==> src/rtl/instr_fetch.sv <==
// Instruction fetch unit: issues in-order imem requests against a 2-deep credit pool
// and buffers returned words with their PCs in a 2-entry FIFO for the decode stage.
//
// state    | meaning
// ST_RUN   | no stale responses pending, every response is kept
// ST_DRAIN | kill > 0, the next kill responses belong to a pre-redirect path
module instr_fetch #(
    parameter logic [31:0] RESET_PC  = 32'h0000_0000,
    parameter logic [31:0] NOP_INSTR = 32'h0000_0013
) (
    input  logic        clk,
    input  logic        rst,
    output logic        imem_req_valid,
    input  logic        imem_req_ready,
    output logic [31:0] imem_req_addr,
    input  logic        imem_resp_valid,
    input  logic [31:0] imem_resp_data,
    input  logic        redirect,
    input  logic [31:0] redirect_pc,
    input  logic        stall,
    output logic [31:0] instr,
    output logic [31:0] instr_pc,
    output logic        instr_valid
);

    typedef enum logic {
        ST_RUN   = 1'b0,
        ST_DRAIN = 1'b1
    } state_t;

    state_t      state_q, state_d;
    logic [31:0] fetch_pc_q, fetch_pc_d;
    logic [1:0]  out_cnt_q, out_cnt_d;
    logic [1:0]  kill_q, kill_d;
    logic [1:0]  occ_q, occ_d;
    logic [31:0] rq_pc0_q, rq_pc0_d;
    logic [31:0] rq_pc1_q, rq_pc1_d;
    logic [31:0] fifo_pc0_q, fifo_pc0_d;
    logic [31:0] fifo_w0_q, fifo_w0_d;
    logic [31:0] fifo_pc1_q, fifo_pc1_d;
    logic [31:0] fifo_w1_q, fifo_w1_d;

    logic        head_valid;
    logic        pop;
    logic        resp_take;
    logic        resp_drop;
    logic        resp_keep;
    logic        accept;
    logic [1:0]  out_after_resp;
    logic [1:0]  occ_after_pop;
    logic [2:0]  credit_used;

    always_comb begin
        head_valid     = (occ_q != 2'd0) && !rst;
        pop            = head_valid && !stall;
        resp_take      = imem_resp_valid && (out_cnt_q != 2'd0);
        out_after_resp = out_cnt_q - {1'b0, resp_take};
        credit_used    = {1'b0, out_cnt_q} + {1'b0, occ_q} - {2'b00, pop};
        accept         = imem_req_valid && imem_req_ready;
        resp_keep      = resp_take && !resp_drop;
    end

    // State register
    always_ff @(posedge clk) begin
        if (rst) begin
            state_q <= ST_RUN;
        end else begin
            state_q <= state_d;
        end
    end

    // Next-state logic; kill is reloaded (never accumulated) on every redirect
    always_comb begin
        kill_d = kill_q;
        if (redirect) begin
            kill_d = out_after_resp;
        end else if (resp_take && (state_q == ST_DRAIN)) begin
            kill_d = kill_q - 2'd1;
        end
        state_d = state_q;
        case (state_q)
            ST_RUN:   if (kill_d != 2'd0) state_d = ST_DRAIN;
            ST_DRAIN: if (kill_d == 2'd0) state_d = ST_RUN;
            default:  state_d = ST_RUN;
        endcase
    end

    // Output logic
    always_comb begin
        imem_req_valid = !rst && !redirect && (credit_used < 3'd2);
        imem_req_addr  = fetch_pc_q;
        resp_drop      = redirect || (state_q == ST_DRAIN);
        instr_valid    = head_valid;
        instr          = head_valid ? fifo_w0_q  : NOP_INSTR;
        instr_pc       = head_valid ? fifo_pc0_q : 32'h0000_0000;
    end

    always_comb begin
        fetch_pc_d = fetch_pc_q;
        if (redirect) begin
            fetch_pc_d = redirect_pc & 32'hFFFF_FFFC;
        end else if (accept) begin
            fetch_pc_d = fetch_pc_q + 32'd4;
        end

        // PCs of outstanding requests, oldest in slot 0, matched to in-order responses
        rq_pc0_d = rq_pc0_q;
        rq_pc1_d = rq_pc1_q;
        if (resp_take) begin
            rq_pc0_d = rq_pc1_q;
        end
        if (accept) begin
            if (out_after_resp == 2'd0) begin
                rq_pc0_d = fetch_pc_q;
            end else begin
                rq_pc1_d = fetch_pc_q;
            end
        end
        out_cnt_d = out_after_resp + {1'b0, accept};

        fifo_pc0_d    = fifo_pc0_q;
        fifo_w0_d     = fifo_w0_q;
        fifo_pc1_d    = fifo_pc1_q;
        fifo_w1_d     = fifo_w1_q;
        occ_after_pop = occ_q - {1'b0, pop};
        if (pop) begin
            fifo_pc0_d = fifo_pc1_q;
            fifo_w0_d  = fifo_w1_q;
        end
        if (resp_keep) begin
            if (occ_after_pop == 2'd0) begin
                fifo_pc0_d = rq_pc0_q;
                fifo_w0_d  = imem_resp_data;
            end else begin
                fifo_pc1_d = rq_pc0_q;
                fifo_w1_d  = imem_resp_data;
            end
        end
        occ_d = occ_after_pop + {1'b0, resp_keep};
        if (redirect) begin
            occ_d = 2'd0;
        end
    end

    always_ff @(posedge clk) begin
        if (rst) begin
            fetch_pc_q <= RESET_PC;
            out_cnt_q  <= 2'd0;
            kill_q     <= 2'd0;
            occ_q      <= 2'd0;
            rq_pc0_q   <= 32'h0000_0000;
            rq_pc1_q   <= 32'h0000_0000;
            fifo_pc0_q <= 32'h0000_0000;
            fifo_w0_q  <= 32'h0000_0000;
            fifo_pc1_q <= 32'h0000_0000;
            fifo_w1_q  <= 32'h0000_0000;
        end else begin
            fetch_pc_q <= fetch_pc_d;
            out_cnt_q  <= out_cnt_d;
            kill_q     <= kill_d;
            occ_q      <= occ_d;
            rq_pc0_q   <= rq_pc0_d;
            rq_pc1_q   <= rq_pc1_d;
            fifo_pc0_q <= fifo_pc0_d;
            fifo_w0_q  <= fifo_w0_d;
            fifo_pc1_q <= fifo_pc1_d;
            fifo_w1_q  <= fifo_w1_d;
        end
    end

endmodule

==> config.mk <==
export PLATFORM = sky130hd
export DESIGN_NAME = instr_fetch
export DESIGN_NICKNAME = d
export VERILOG_FILES = /design/src/rtl/instr_fetch.sv
export SDC_FILE = /design/constraint.sdc
export NUM_CORES = 1
export LEC_CHECK = 0
export ABC_AREA = 1
export BUFFER_PORTS_ARGS = -buffer_cell sky130_fd_sc_hd__buf_2
export CELL_PAD_IN_SITES_DETAIL_PLACEMENT = 1
export CELL_PAD_IN_SITES_GLOBAL_PLACEMENT = 1
export CORE_ASPECT_RATIO = 1.75
export CORE_MARGIN = 5
export CORE_UTILIZATION = 40
export DETAILED_ROUTE_END_ITERATION = 16
export GPL_TIMING_DRIVEN = 0
export HOLD_SLACK_MARGIN = 0.02
export PLACE_DENSITY = 0.91
export SYNTH_ARGS = -nofsm -noshare
export SYNTH_HDL_FRONTEND = slang
export SYNTH_SLANG_ARGS = --single-unit
==> constraint.sdc <==
create_clock -name clk -period 2.7 [get_ports clk]
set_input_delay 0.27 -clock clk [delete_from_list [all_inputs] [get_ports clk]]
set_output_delay 0.27 -clock clk [all_outputs]
set_load 0.03 [all_outputs]
# Yosys cells after proc, flatten, opt, wreduce, memory -nomap -nowiden
# Index checks and enable logic that the tools add are counted.
totals:
  regBits: 231
  elab_cells: 65
classes:
  n_addsub: 8
  order_cmp: 1
  muxes: 18
  n_bitwise: 3
  reduce_logical: 23
op_table:
  columns: ["op", "count"]
  rows:
  - ["32-bit two-way mux", 13]
  - ["32-bit by 3-bit adder with 32-bit output, second input constant", 1]
  - ["1-bit logical AND", 8]
  - ["2-bit nonzero test", 4]
  - ["2-bit logical NOT", 3]
  - ["2-bit by 1-bit adder with 2-bit output", 2]
  - ["1-bit logical NOT", 4]
  - ["2-bit two-way mux", 2]
  - ["2-bit AND reduction", 2]
  - ["2-bit by 1-bit subtractor with 2-bit output", 2]
  - ["2-bit by 2-bit adder with 3-bit output", 1]
  - ["3-bit by 2-bit less-than comparator with 1-bit output, second input constant", 1]
  - ["1-bit NOT", 3]
  - ["3-bit by 1-bit subtractor with 3-bit output", 1]
  - ["1-bit two-way mux", 2]
  - ["1-bit case mux with 2 select lines", 1]
  - ["2-bit OR reduction", 1]
  - ["2-bit by 1-bit subtractor with 2-bit output, second input constant", 1]
  - ["1-bit logical OR", 1]

# Logic depth before layout (Yosys ltp)
# Gate-level depths: netlist (run 1).
logic_depth:
  depth_word: 9
  ltp_mapped: 19

# Worst setup path before layout (run 1)
# No wires, ideal clock.
synth_timing:
  path_kind: "input port to flip-flop"
  startpoint: "in rst"
  endpoint: "reg out_cnt_q[1]"
  setup_ns: 0.125
  arrival_ns: 2.602
  slack_ns: -0.027
  path_stages: 16
  path_buffers: 3
  cell_sequence: "buf_2 > nor2_1 > nand2_1 > nand2_1 > nand2_1 > nand2_1 > fa_1 > inv_1 > nor2_1 > nand3_1 > buf_6 > inv_2 > buf_2 > ha_1 > o21ai_0 > a21oi_1"
synth_via:
  elab_chain_cells: 8
synth_lines:
  columns: ["element", "line", "text"]
  rows:
  - ["start, declared", "12", "input logic rst,"]
  - ["1-bit logical NOT", "54", "head_valid = (occ_q != 2'd0) && !rst;"]
  - ["1-bit logical AND", "54", null]
  - ["named net instr_valid", "23", "output logic instr_valid"]
  - ["1-bit logical AND", "55", "pop = head_valid && !stall;"]
  - ["3-bit by 1-bit subtractor with 3-bit output", "58", "credit_used = {1'b0, out_cnt_q} + {1'b0, occ_q} - {2'b00, pop};"]
  - ["3-bit by 2-bit less-than comparator with 1-bit output", "90", "imem_req_valid = !rst && !redirect && (credit_used < 3'd2);"]
  - ["1-bit logical AND", "90", null]
  - ["1-bit logical AND", "59", "accept = imem_req_valid && imem_req_ready;"]
  - ["2-bit by 1-bit adder with 2-bit output", "119", "out_cnt_d = out_after_resp + {1'b0, accept};"]
  - ["end signal, assigned", "159", "out_cnt_q <= out_cnt_d;"]
  - ["end, declared", "33", "logic [1:0] out_cnt_q, out_cnt_d;"]
# The timed path passes the listed nets, and every way through them passes these cells.
# A chain may end at the register's enable or synchronous reset.

# Worst setup path in the final report (run 1)
layout_timing:
  startpoint: "reg occ_q[0]"
  endpoint: "reg out_cnt_q[1]"
layout_via:
  elab_chain_cells: 8
layout_lines:
  columns: ["element", "line", "text"]
  rows:
  - ["start, declared", "35", "logic [1:0] occ_q, occ_d;"]
  - ["start signal, assigned", "150", "occ_q <= 2'd0;"]
  - ["start signal, assigned", "161", "occ_q <= occ_d;"]
  - ["parallel branches: the longest is 3 deep, another holds 2-bit by 2-bit adder with 3-bit output", null, null]
  - ["3-bit by 1-bit subtractor with 3-bit output *", "58", null]
  - ["3-bit by 2-bit less-than comparator with 1-bit output *", "90", null]
  - ["1-bit logical AND *", "90", null]
  - ["1-bit logical AND *", "59", null]
  - ["2-bit by 1-bit adder with 2-bit output *", "119", null]
# Mark *: on every way between the ends.

==> flow_summary.json, run 1 <==
{
  "wl_met1_um": 14500,
  "clkTransAtPathRegs_ps": 70,
  "outcome": "finished, violations left",
  "yosys_register_bits": 227,
  "stdcell_area_mm2": 0.0132,
  "routed_wl_um": 41700,
  "ys_seq_area_frac": 0.427,
  "path_common_cell": "nand2_2",
  "cts_tree": "built",
  "grt_remaining_overflow": 0,
  "max_freq_ghz": 0.358,
  "drt_iter0_drc": 544,
  "numPortBuffers": 162,
  "firstDrtPassIters": 5,
  "grt_usage": 0.256,
  "critPathTopFamily": "simple AND/OR/NAND/NOR gates",
  "failed_checks": "negative setup slack",
  "final_layout_size_suffix_gt1_frac": 0.162,
  "path_cells": "nor2_4 -> nor2_2 -> nand2_2 -> nand2_2 -> nand2_2 -> nand2_2 -> fa_1 -> inv_1 -> nor2_2 -> nand3_4 -> buf_12 -> inv_4 -> buf_8 -> ha_4 -> o21ai_0 -> a21oi_1",
  "endpoint_kind": "flop",
  "required_ps": 3140,
  "fp.coreArea_mm2": 0.0265,
  "irDropWorstVdd_mv": 0.566,
  "period_minus_slack_ps": 2790,
  "syn_inst": 1637,
  "avgViaCountPerCell": 5.35,
  "die_h_um": 226,
  "rows": 79,
  "antenna_found_initial": 0,
  "io_pins": 168,
  "grt_pass1_vias": 12300,
  "cp.arrival_ps": 3240,
  "finalWorstSetupSlack_ps": -93.1,
  "finalSetupViolations": 64,
  "dp_hpwl_um": 28900,
  "final_max_slew_viol_count": 0,
  "dr_wl_met3_um": 1890,
  "hold_slack_ps": 33.6,
  "vias": 11800,
  "cts_buffers": 24,
  "diodes": 0,
  "timing_hold_violations_final": 0,
  "yosysWarnings": 0,
  "ys_types": 33,
  "grt_max_degree": 14,
  "tns_ps": -1810,
  "rsz0062_at_grt": "true",
  "hold_path.class": "input pin to flop",
  "nets": 1933,
  "cap_violations": 0,
  "clk_path_buf_depth": 3,
  "dieArea_mm2": 0.0301,
  "path_class": "flop to flop",
  "clock_sinks": 227,
  "syn2layout_area_growth_pct": 23.7,
  "routed-wl-met2_um": 22700,
  "cp_max_fo": 8,
  "root_buffer": "clkbuf_16",
  "htreeDepth": 1,
  "critPathMaxStageDelay_ps": 560,
  "grt_pass1_wl_um": 62600,
  "crit_slowest_cell": "fa_1",
  "cp-start-kind": "flop",
  "wire_per_inst_um": 19.0,
  "maxSlewHeadroom": 0.459,
  "syn_area_mm2": 0.0107,
  "p_leak_nw": 5.89,
  "p_per_area_mw_per_mm2": 745,
  "post-route-period-util": 1.03,
  "highest_layer": "met4",
  "clock_latency_ps": 530,
  "dpl_cell_area_mm2": 0.0119,
  "finalCoreUtilization": 0.497,
  "antenna_left": 0,
  "finClkSkew_ps": 13.2,
  "drc": 0,
  "place_congestion": 0.888,
  "initial_core_util": 0.402,
  "worst-path-buf-inv": 4,
  "die_w_um": 133,
  "tightest_slew_ps": 812,
  "synth.avg_cell_area_um2": 6.51
}
-- cells by family (layout without fill, tap and decap cells) --
family	Yosys count	after routing	synth area share
simple gates	907	908	0.345
fa+ha+maj	6	6	0.00775
other cells	1	2	0.000352
buf+inv	247	482	0.0961
flops	227	227	0.427
compound gates	234	234	0.111
xor+xnor	15	15	0.0123
-- tightest hold or removal path, stage by stage --
cell    delay (ps)
buf_2          100
nor2_1          40
nor2_1         100
-- path summary, 6_finish.rpt --
check / from / end / slack, ps / cells past startpoint
max reg2reg: occ_q[0]$_SDFF_PP0_ / out_cnt_q[1]$_SDFF_PP0_ / -90 / 16
min: imem_resp_data[20] / fifo_w0_q[20]$_SDFF_PP0_ / 30 / 3
max: occ_q[0]$_SDFF_PP0_ / out_cnt_q[1]$_SDFF_PP0_ / -90 / 16
min reg2reg: rq_pc1_q[9]$_SDFFE_PP0P_ / rq_pc1_q[9]$_SDFFE_PP0P_ / 460 / 2
-- metal layers --
layer / global-route usage / vias up
met5: 0 / -
li1: - / 5571
met1: 0.253 / 5625
met3: 0.0294 / 164
met4: 0.122 / 0
met2: 0.518 / 407
-- placed cells by master, fill, tap and decap left out, types with 5 or more instances in the layout --
| cell | count |
|---|---|
| nor2_2 | 5 |
| dlygate4sd3_1 | 20 |
| dfxtp_1 | 225 |
| nand3_1 | 160 |
| clkbuf_16 | 27 |
| o21ai_0 | 84 |
| buf_1 | 7 |
| clkbuf_8 | 7 |
| nand2_2 | 7 |
| xor2_1 | 12 |
| nand2_1 | 440 |
| buf_4 | 19 |
| nor2_1 | 271 |
| clkbuf_1 | 51 |
| o21ai_1 | 11 |
| inv_1 | 134 |
| a21oi_1 | 132 |
| or2_2 | 5 |
| buf_2 | 195 |
| nor2_4 | 5 |
-- cell type report --
type                    count  area [µm²]
clock buffers              39         748
well taps                 324         405
repair buffers            193        1130
clock inverters             4        22.5
plain buffers             106         562
fillers                  3545       13300
inverters                 140         536
flip-flops and latches    227        4550
multi-input cells        1165        5210
-- registers in the layout, indices dropped and copies added (netlist names) --
signal and cells:
fifo_pc0_q 32, fifo_pc1_q 32, fifo_w0_q 32, fifo_w1_q 32, imem_req_addr 30, kill_q 2
occ_q 2, out_cnt_q 2, rq_pc0_q 32, rq_pc1_q 30, state_q 1
-- synth_stat cells --
| cell | n | share of area |
|---|---|---|
| buf_6 | 1 | 0.0011 |
| clkbuf_1 | 48 | 0.017 |
| fa_1 | 1 | 0.0019 |
| inv_2 | 4 | 0.0014 |
| nor3_2 | 1 | 0.00094 |
| a22oi_1 | 1 | 0.00071 |
| and2_1 | 2 | 0.0012 |
| buf_4 | 10 | 0.0070 |
| o21ai_2 | 2 | 0.0016 |
| nand3_1 | 162 | 0.076 |
| or2_2 | 5 | 0.0029 |
| xnor2_1 | 3 | 0.0025 |
| buf_2 | 41 | 0.019 |
| dfxtp_1 | 227 | 0.43 |
| conb_1 | 1 | 0.00035 |
| nor3_1 | 2 | 0.00094 |
| nand2_2 | 2 | 0.0012 |
| a21oi_1 | 132 | 0.062 |
| ha_1 | 5 | 0.0059 |
| buf_1 | 7 | 0.0025 |
| nor2_8 | 1 | 0.0019 |
| o21ai_1 | 6 | 0.0028 |
| nand3b_1 | 1 | 0.00071 |
| a31oi_1 | 4 | 0.0023 |
| nor2_1 | 279 | 0.098 |
| o21ai_0 | 89 | 0.042 |
| inv_1 | 136 | 0.048 |
| nor2_2 | 1 | 0.00059 |
| nand2_4 | 1 | 0.0011 |
| nand2_1 | 446 | 0.16 |
| xor2_1 | 12 | 0.0099 |
| and3_1 | 1 | 0.00059 |
| nand4_1 | 3 | 0.0018 |
-- power breakdown --
group | total [mW] | switching [mW] | internal [mW]
Clock | 3.29 | 1.40 | 1.89
Combinational | 2.43 | 1.65 | 0.780
Sequential | 4.09 | 0.338 | 3.75
Total | 9.81 | 3.39 | 6.42
-- metrics by stage --
step,cells,setup slack [ps],power (mW)
final,2198,-93.1,9.81
after global routing,2198,-178,10.2
after CTS,2187,10.7,9.53
after detailed placement,2124,-387,6.17
after global placement,2124,-255,6.03
after floorplan,1638,140,5.46
-- what timing repair did --
action	in CTS	in global routing
buffers inserted	1	8
gates resized for setup	24	38
hold buffers	20	0
endpoints found under the hold margin	20	0
gates cloned	0	3
endpoints found under the setup margin	78	78
pin swaps	1	8
(Power assumes the default switching activity.)
==> inputs of run 2 (changes only) <==
--- a/config.mk
+++ b/config.mk
@@ -13,4 +13,5 @@
 export CORE_MARGIN = 5
 export CORE_UTILIZATION = 40
+export CTS_CLUSTER_SIZE = 14
 export DETAILED_ROUTE_END_ITERATION = 16
 export GPL_TIMING_DRIVEN = 0
==> constraint.sdc (replaced) <==
create_clock -name clk -period 2.7 [get_ports clk]
set_input_delay 0.135 -clock clk [delete_from_list [all_inputs] [get_ports clk]]
set_output_delay 0.135 -clock clk [all_outputs]
set_load 0.03 [all_outputs]
==> flow_summary.json, run 2 (synthesis gave the netlist of run 1 again) <==
{
  "outcome": "finished, violations left",
  "failed_checks": "negative setup slack",
  "finalSetupViolations": 1,
  "timing_hold_violations_final": 0,
  "final_layout_size_suffix_gt1_frac": 0.155,
  "grt_usage": 0.265,
  "endpoint_kind": "flop",
  "antenna_found_initial": 0,
  "die_h_um": 226,
  "fillCellCount": 3509,
  "netSwitchingFraction": 0.341,
  "numPortBuffers": 162,
  "rsz0062_at_grt": "true",
  "path_class": "flop to flop",
  "crit_slowest_cell": "fa_2",
  "die_w_um": 133,
  "p_int_mw": 6.40,
  "pwr-share-seq": 0.420,
  "cp_max_fo": 10,
  "fp.coreArea_mm2": 0.0265,
  "wire_per_inst_um": 18.9,
  "p_leak_nw": 6.03,
  "grt_pass1_wl_um": 65000,
  "clk_path_buf_depth": 3,
  "cp-start-kind": "flop",
  "root_buffer": "clkbuf_16",
  "clock_latency_ps": 520,
  "rows": 79,
  "routed_wl_um": 42300,
  "worstSetupStartpoint": "occ_q[0]$_SDFF_PP0_",
  "nets": 1973,
  "maxSlewHeadroom": 0.425,
  "finalWorstSetupSlack_ps": -7.97,
  "hold_start": "redirect",
  "firstDrtPassIters": 5,
  "cts_tree": "built",
  "drt_iter0_drc": 574,
  "place_congestion": 0.888,
  "path_common_cell": "nand2_2",
  "final_cell_mix": "441 x nand2_1, 272 x nor2_1, 225 x dfxtp_1",
  "finalCoreUtilization": 0.509,
  "finClkSkew_ps": 8.47,
  "p_clk_frac": 0.337,
  "syn2layout_area_growth_pct": 26.7,
  "avgViaCountPerCell": 5.30,
  "hold_path.class": "input pin to flop",
  "clock_sinks": 227,
  "critPathMaxStageDelay_ps": 570,
  "power_frac_comb": 0.243,
  "cts_buffers": 24,
  "clkTransAtPathRegs_ps": 70,
  "dpl.cell_count": 2124,
  "final_max_slew_viol_count": 0,
  "grt_pass1_vias": 12800,
  "tightest_slew_ps": 862,
  "io_pins": 168,
  "p_per_area_mw_per_mm2": 720,
  "drc": 0,
  "path_cells": "nor2_4 -> nor2_4 -> nand2_2 -> nand2_2 -> nand2_2 -> nand2_2 -> fa_2 -> inv_1 -> nor2_4 -> nand3_4 -> buf_12 -> nor2_8 -> buf_2 -> a21oi_1",
  "cap_violations": 0,
  "irDropWorstVdd_mv": 0.481,
  "post-route-period-util": 1.00,
  "regToRegStartpoint": "occ_q[0]$_SDFF_PP0_",
  "antenna_left": 0,
  "vias": 11900,
  "grt_max_degree": 14,
  "dieArea_mm2": 0.0301,
  "layout.cells.non_filler": 2239,
  "initial_core_util": 0.402,
  "layout_commonest_cell": "nand2_1",
  "power.switching_mw": 3.32,
  "period_minus_slack_ps": 2710,
  "dp_hpwl_um": 28900,
  "grt_remaining_overflow": 0,
  "htreeDepth": 1,
  "required_ps": 3090,
  "cp.arrival_ps": 3100,
  "max_freq_ghz": 0.369
}
run 2: routing by layer:
metal  track usage  routed length, µm  vias up
li1              -                  -     5652
met1         0.263              14900     5654
met2         0.534              23200      395
met3        0.0261               1750      157
met4         0.133               2520        0
met5             0                  0        -
run 2: worst max-delay path, delay by kind of cell (launching register included):
family          cells  cell delay [ps]
simple gates        9              930
buf+inv             3              570
compound gates      1              120
fa+ha+maj           1              570
flops               1              370
run 2: power by group through the flow:
stage / logic (mW) / clock network (mW) / registers (mW)
after global placement: 1.94 / 0 / 4.10
final: 2.37 / 3.27 / 4.08
after detailed placement: 2.05 / 0 / 4.12
after floorplan: 1.36 / 0 / 4.09
after global routing: 2.60 / 3.42 / 4.13
after CTS: 2.20 / 3.29 / 4.06
run 2: final cells by class:
class / instances / area [µm²] / share of cell area
multi-input cells: 1164 / 5180 / 0.384
flip-flops and latches: 227 / 4550 / 0.337
repair buffers: 234 / 1510 / 0.112
clock buffers: 39 / 738 / 0.0547
plain buffers: 106 / 547 / 0.0405
inverters: 140 / 533 / 0.0395
well taps: 324 / 405 / 0.0300
clock inverters: 4 / 23.8 / 0.00176
diodes: 1 / 2.50 / 0.000185
run 2: repair_timing:
item / 4_1_cts / 5_1_grt
hold buffers: 62 / 0
gates resized for setup: 20 / 31
endpoints found under the setup margin: 75 / 89
setup buffers: 1 / 9
endpoints found under the hold margin: 94 / 0
pin swaps: 0 / 6
run 2: final timing paths:
| check | cells after the start | endpoint | slack, ps |
|---|---|---|---|
| worst min register to register | 2 | rq_pc1_q[12]$_SDFFE_PP0P_ | 450 |
| worst min-delay path | 5 | imem_req_addr[17]$_SDFFE_PP0P_ | 120 |
| worst max-delay path | 14 | rq_pc0_q[29]$_SDFF_PP0_ | -8 |
| worst max register to register | 14 | rq_pc0_q[29]$_SDFF_PP0_ | -8 |
run 2: per-stage QoR:
step	total power [mW]	hold slack (ps)	TNS (ps)	instance area, µm²	worst slack, ps
finish	9.72	115	-7.97	13500	-7.97
global route	10.2	134	-3830	13500	-148
CTS	9.55	56.9	0	13300	5.08
detailed placement	6.17	390	-8110	11900	-252
global placement	6.03	379	-2290	11900	-130
floorplan	5.46	270	0	10700	149
